==> src/rtl/uart_apb_regif.sv <==
// APB register interface for a UART core: TX/RX data strobes, baud/format
// configuration, status readback and edge-triggered interrupt pending bits.
module uart_apb_regif #(
    parameter int FIXEDMODE         = 0,
    parameter int BAUD_VALUE        = 1,
    parameter int PRG_BIT8          = 0,
    parameter int PRG_PARITY        = 0,
    parameter int BAUD_VAL_FRCTN_EN = 0
) (
    input  logic        CLK,
    input  logic        RESET_N,
    input  logic        PSEL,
    input  logic        PENABLE,
    input  logic        PWRITE,
    input  logic [4:0]  PADDR,
    input  logic [7:0]  PWDATA,
    output logic [7:0]  PRDATA,
    output logic        PREADY,
    output logic        PSLVERR,
    output logic        CSN,
    output logic        WEN,
    output logic        OEN,
    output logic [7:0]  DATA_IN,
    input  logic [7:0]  DATA_OUT,
    input  logic        TXRDY,
    input  logic        RXRDY,
    input  logic        PARITY_ERR,
    input  logic        OVERFLOW,
    input  logic        FRAMING_ERR,
    output logic [12:0] BAUD_VAL,
    output logic        BIT8,
    output logic        PARITY_EN,
    output logic        ODD_N_EVEN,
    output logic [2:0]  BAUD_VAL_FRACTION,
    output logic        IRQ
);

    localparam logic [2:0] ADDR_TXDATA  = 3'd0;
    localparam logic [2:0] ADDR_RXDATA  = 3'd1;
    localparam logic [2:0] ADDR_CTRL1   = 3'd2;
    localparam logic [2:0] ADDR_CTRL2   = 3'd3;
    localparam logic [2:0] ADDR_STATUS  = 3'd4;
    localparam logic [2:0] ADDR_CTRL3   = 3'd5;
    localparam logic [2:0] ADDR_INTEN   = 3'd6;
    localparam logic [2:0] ADDR_INTSTAT = 3'd7;

    // Fixed-mode configuration; in programmable mode the CTRL registers reset to 0.
    localparam logic [12:0] FIXED_BAUD = 13'(BAUD_VALUE);
    localparam logic [1:0]  FIXED_PAR  = 2'(PRG_PARITY);
    localparam logic        FIXED_BIT8 = 1'(PRG_BIT8);
    localparam logic [7:0]  CTRL1_INIT = (FIXEDMODE != 0) ? FIXED_BAUD[7:0] : 8'h00;
    localparam logic [7:0]  CTRL2_INIT = (FIXEDMODE != 0) ?
        {FIXED_BAUD[12:8], FIXED_PAR[0], FIXED_PAR[1], FIXED_BIT8} : 8'h00;

    logic [2:0] word;
    logic       setup, wr_access;
    logic       csn_reg, wen_reg, oen_reg;
    logic [7:0] data_in_reg;
    logic [7:0] ctrl1_reg, ctrl2_reg;
    logic [2:0] ctrl3_reg, inten_reg, intstat_reg, intstat_next;
    logic [2:0] status_d_reg, status_now, rise, w1c;
    logic       irq_reg;
    logic       unused_addr_bits;

    assign word             = PADDR[4:2];
    assign unused_addr_bits = ^PADDR[1:0];
    assign setup            = PSEL & ~PENABLE;
    assign wr_access        = PSEL & PENABLE & PWRITE;

    // Core strobes are registered from the setup-phase decode so they line up with the access cycle.
    always_ff @(posedge CLK) begin
        if (!RESET_N) begin
            csn_reg     <= 1'b1;
            wen_reg     <= 1'b1;
            oen_reg     <= 1'b1;
            data_in_reg <= 8'h00;
        end else begin
            csn_reg <= 1'b1;
            wen_reg <= 1'b1;
            oen_reg <= 1'b1;
            if (setup && PWRITE && word == ADDR_TXDATA) begin
                csn_reg     <= 1'b0;
                wen_reg     <= 1'b0;
                data_in_reg <= PWDATA;
            end else if (setup && !PWRITE && word == ADDR_RXDATA) begin
                csn_reg <= 1'b0;
                oen_reg <= 1'b0;
            end
        end
    end

    // Configuration and interrupt-enable registers, written on the access edge.
    always_ff @(posedge CLK) begin
        if (!RESET_N) begin
            ctrl1_reg <= CTRL1_INIT;
            ctrl2_reg <= CTRL2_INIT;
            ctrl3_reg <= 3'b000;
            inten_reg <= 3'b000;
        end else if (wr_access) begin
            if (FIXEDMODE == 0) begin
                if (word == ADDR_CTRL1) ctrl1_reg <= PWDATA;
                if (word == ADDR_CTRL2) ctrl2_reg <= PWDATA;
                if (word == ADDR_CTRL3) ctrl3_reg <= PWDATA[2:0];
            end
            if (word == ADDR_INTEN) inten_reg <= PWDATA[2:0];
        end
    end

    // Pending bits: {err, rx, tx}; a rising edge outranks a same-cycle W1C clear.
    assign status_now = {PARITY_ERR | OVERFLOW | FRAMING_ERR, RXRDY, TXRDY};
    assign rise       = status_now & ~status_d_reg;
    assign w1c        = (wr_access && word == ADDR_INTSTAT) ? PWDATA[2:0] : 3'b000;

    generate
        for (genvar gi = 0; gi < 3; gi++) begin : g_pending
            assign intstat_next[gi] = rise[gi] | (intstat_reg[gi] & ~w1c[gi]);
        end
    endgenerate

    // Delayed status copies, pending register and registered IRQ; TXRDY copy resets high
    // so an idle transmitter does not raise a tx pending bit on reset release.
    always_ff @(posedge CLK) begin
        if (!RESET_N) begin
            status_d_reg <= 3'b001;
            intstat_reg  <= 3'b000;
            irq_reg      <= 1'b0;
        end else begin
            status_d_reg <= status_now;
            intstat_reg  <= intstat_next;
            irq_reg      <= |(intstat_reg & inten_reg);
        end
    end

    // Combinational read mux, driven only during the access phase of a read.
    always_comb begin
        PRDATA = 8'h00;
        if (PSEL && PENABLE && !PWRITE) begin
            case (word)
                ADDR_RXDATA:  PRDATA = DATA_OUT;
                ADDR_CTRL1:   PRDATA = ctrl1_reg;
                ADDR_CTRL2:   PRDATA = ctrl2_reg;
                ADDR_STATUS:  PRDATA = {3'b000, FRAMING_ERR, OVERFLOW, PARITY_ERR, RXRDY, TXRDY};
                ADDR_CTRL3:   PRDATA = {5'b00000, ctrl3_reg};
                ADDR_INTEN:   PRDATA = {5'b00000, inten_reg};
                ADDR_INTSTAT: PRDATA = {5'b00000, intstat_reg};
                default:      PRDATA = 8'h00;
            endcase
        end
    end

    assign PREADY            = 1'b1;
    assign PSLVERR           = 1'b0;
    assign CSN               = csn_reg;
    assign WEN               = wen_reg;
    assign OEN               = oen_reg;
    assign DATA_IN           = data_in_reg;
    assign BAUD_VAL          = {ctrl2_reg[7:3], ctrl1_reg};
    assign ODD_N_EVEN        = ctrl2_reg[2];
    assign PARITY_EN         = ctrl2_reg[1];
    assign BIT8              = ctrl2_reg[0];
    assign BAUD_VAL_FRACTION = (BAUD_VAL_FRCTN_EN != 0) ? ctrl3_reg : 3'b000;
    assign IRQ               = irq_reg;

endmodule

==> config.mk <==
export PLATFORM = sky130hd
export DESIGN_NAME = uart_apb_regif
export DESIGN_NICKNAME = d
export VERILOG_FILES = /design/src/rtl/uart_apb_regif.sv
export SDC_FILE = /design/constraint.sdc
export NUM_CORES = 1
export LEC_CHECK = 0
export BUFFER_PORTS_ARGS = -buffer_cell sky130_fd_sc_hd__buf_2
export CAP_MARGIN = 20
export CORE_MARGIN = 4
export CORE_UTILIZATION = 40
export DETAILED_ROUTE_END_ITERATION = 8
export GPL_TIMING_DRIVEN = 0
export HOLD_SLACK_MARGIN = 0.02
export PLACE_DENSITY = 0.69
export SYNTH_ARGS = -nofsm -noshare
export SYNTH_HDL_FRONTEND = slang
export SYNTH_SLANG_ARGS = --single-unit
export TNS_END_PERCENT = 50
==> constraint.sdc <==
create_clock -name CLK -period 1 [get_ports CLK]
set_clock_uncertainty 0.1 [all_clocks]
set_input_delay 0.1 -clock CLK [delete_from_list [all_inputs] [get_ports CLK]]
set_output_delay 0.1 -clock CLK [all_outputs]
set_load 0.01 [all_outputs]
==> flow_summary.ini <==
[power]
p_leak_nw = 1.28
power_density_nw_per_um2 = 1150
peakVddDrop_mv = 0.747

[run]
cap_violations = 0

[timing]
min_period_ns = 1.53
finalHoldViolations = 1
fin_setup_tns_ns = -4.12
hold-worst-slack_ns = -0.0388
rsz0062_at_grt = yes
fmax_ghz = 0.652
slew_viol_final = 0
final.setup.worst_slack_ns = -0.534
setup_viol = 17
finalCritPeriodShare_pct = 153

[clock_tree]
hold_buffers = 11
cts-buffers-inserted = 5
insertion_delay_ns = 0.29
clockBufferDepth = 2
cts_tree = done
path_clk_slew_ns = 0.08
cts_sinks = 40
cts_root_buf = clkbuf_8
ctsHtreeMaxLevel = 2

[cells_and_area]
syn_to_final_growth_pct = 46.8
nFillCells = 477
drive_gt1_share_pct = 41.9
fin_util_pct = 60.6
final_area_sq_um = 3090
antenna_cells = 0
nets = 371

[synthesis]
yosysWarnings = 0
ys.flop_type = dfxtp_1
synth_edf_count = 0
synth_cells = 241
syn_area_sq_um = 2110
synth_cell_types = 46
synthArstFlopShare_pct = 0
syn_avg_cell_area_sq_um = 8.75
ys_ff_latch = 40
synth_seq_area_share_pct = 38.0

[die]
fp.dieW_um = 80.6
dieArea_sq_um = 6500
num_io_pins = 72
rows = 26
start_util_pct = 41.3
die_height_um = 80.6
core_area_sq_um = 5110

[global_routing]
grt_pass1_wl_mm = 11.0
grt_pass1_vias = 2218
overflow = 0
antenna_found_initial = 0
grt_util_all_layers_pct = 22.3
grt_max_degree = 14

[drt]
firstDrtPassIters = 4
drt_iter0_drc = 184
drc_errors = 0
wl_per_cell_um = 16.4
vias = 2235
finalWirelength_mm = 6.74
antenna_left = 0
viasPerCell = 5.44

[worst_setup_path]
cp_data_arrival_time_ns = 1.33
critical_path_required_ns = 0.80
cp-end-kind = primary output
cp-start-kind = flip-flop
timing_worst_setup_path_type = flip-flop to primary output
r2r_cells = 3
path_max_fanout = 3

[placed_design]
io_buffers = 63
placed_cell_area_sq_um = 2560
gp_congestion = 0.845
hpwl_mm = 4.69

[status]
status = finished, violations left
violations = hold timing, setup timing

[worst_hold_path]
hold_class = input port to flip-flop
hold_depth = 2
-- cell usage after synthesis, types with 2 or more instances --
cell type / n / share of area (%)
dfxtp_1: 40 / 38
nand3_1: 32 / 7.6
o21ai_0: 31 / 7.4
a21boi_0: 17 / 6.1
a21boi_1: 13 / 4.6
buf_4: 12 / 4.3
clkbuf_1: 7 / 1.2
mux2_2: 7 / 3.7
nor2_1: 7 / 1.2
nand2_1: 6 / 1.1
inv_1: 5 / 0.89
mux2i_1: 5 / 2.4
a32oi_1: 4 / 1.7
nand3b_1: 4 / 1.4
nor2b_1: 4 / 1.2
a22oi_1: 3 / 1.1
a31oi_1: 3 / 0.89
buf_2: 3 / 0.71
nand2b_1: 3 / 0.89
a21oi_1: 2 / 0.47
a32o_1: 2 / 0.95
and2_1: 2 / 0.59
buf_6: 2 / 1.1
conb_1: 2 / 0.36
nand4_1: 2 / 0.59
o21a_1: 2 / 0.71
o32a_1: 2 / 0.95
-- cell type report --
type	count	area (sq um)	area share [%]
repair buffers	89	662	21.4
inverters	5	18.8	0.607
plain buffers	26	214	6.91
flip-flops and latches	40	828	26.8
clock buffers	6	82.6	2.67
well taps	70	87.6	2.83
multi-input cells	173	1160	37.6
clock inverters	2	38.8	1.25
-- layer usage --
layer	vias up	share of wire [%]	global-route usage (%)
li1	1074	-	-
met1	1037	44	27.9
met2	104	45	36.5
met3	20	8.6	5.94
met4	0	2.9	7.94
met5	-	0	0
-- cell families (layout without fill, tap and decap cells) --
| family | after synthesis | count (layout) | synth area share, % |
|---|---|---|---|
| flops | 40 | 40 | 38.0 |
| other cells | 2 | 5 | 0.356 |
| buf+inv | 31 | 128 | 9.14 |
| compound gates | 85 | 85 | 27.3 |
| simple gates | 71 | 71 | 19.1 |
| mux | 12 | 12 | 6.11 |
-- cell usage in the layout (no fill, tap or decap), drive strengths merged, types with 2 or more instances in the layout --
master / Yosys / routed
a21boi: 30 / 30
a21oi: 3 / 3
a22oi: 3 / 3
a31oi: 3 / 3
a32o: 2 / 2
a32oi: 4 / 4
and2: 2 / 2
buf: 18 / 97
clkbuf: 8 / 13
conb: 2 / 5
dfxtp: 40 / 40
dlygate4sd3: 0 / 11
inv: 5 / 5
mux2: 7 / 7
mux2i: 5 / 5
nand2: 6 / 6
nand2b: 3 / 3
nand3: 32 / 32
nand3b: 4 / 4
nand4: 2 / 2
nor2: 8 / 8
nor2b: 4 / 4
o21a: 2 / 2
o21ai: 31 / 31
o32a: 2 / 2
-- power breakdown --
group / internal, mW / switching [mW]
clock: 0.816 / 0.594
combinational: 0.252 / 0.274
sequential: 1.62 / 0.0180
total: 2.69 / 0.886
-- path summary, 6_finish.rpt --
path / startpoint / to / slack, ns
setup / recovery: intstat_reg[1]$_SDFF_PN0_ / PRDATA[1] / -0.53
hold / removal: PARITY_ERR / status_d_reg[2]$_SDFF_PN0_ / -0.04
setup reg to reg: inten_reg[1]$_SDFFE_PN0P_ / IRQ$_SDFF_PN0_ / -0.06
hold reg to reg: status_d_reg[1]$_SDFF_PN0_ / intstat_reg[1]$_SDFF_PN0_ / 0.38
-- through the flow --
stage	power (mW)	worst slack [ns]	instances
6_report	3.57	-0.534	411
5_1_grt	3.70	-0.592	411
4_1_cts	3.56	-0.532	408
3_5_place_dp	2.12	-0.404	377
3_3_place_gp	2.12	-0.407	377
2_1_floorplan	1.95	-0.0541	244
-- worst max-delay path, stage by stage (launching register included) --
cell     delay (ns)
dfxtp_1        0.34
mux2_2         0.28
a32oi_1        0.15
a31oi_1        0.12
buf_2          0.16
-- repair_timing --
item,4_1_cts,5_1_grt
gates resized for setup,33,31
endpoints found under the hold margin,21,1
cloned,0,0
setup endpoints to repair,34,41
pin swaps,4,4
setup buffers,12,7
Note: power is estimated with default switching activity, not from simulation.
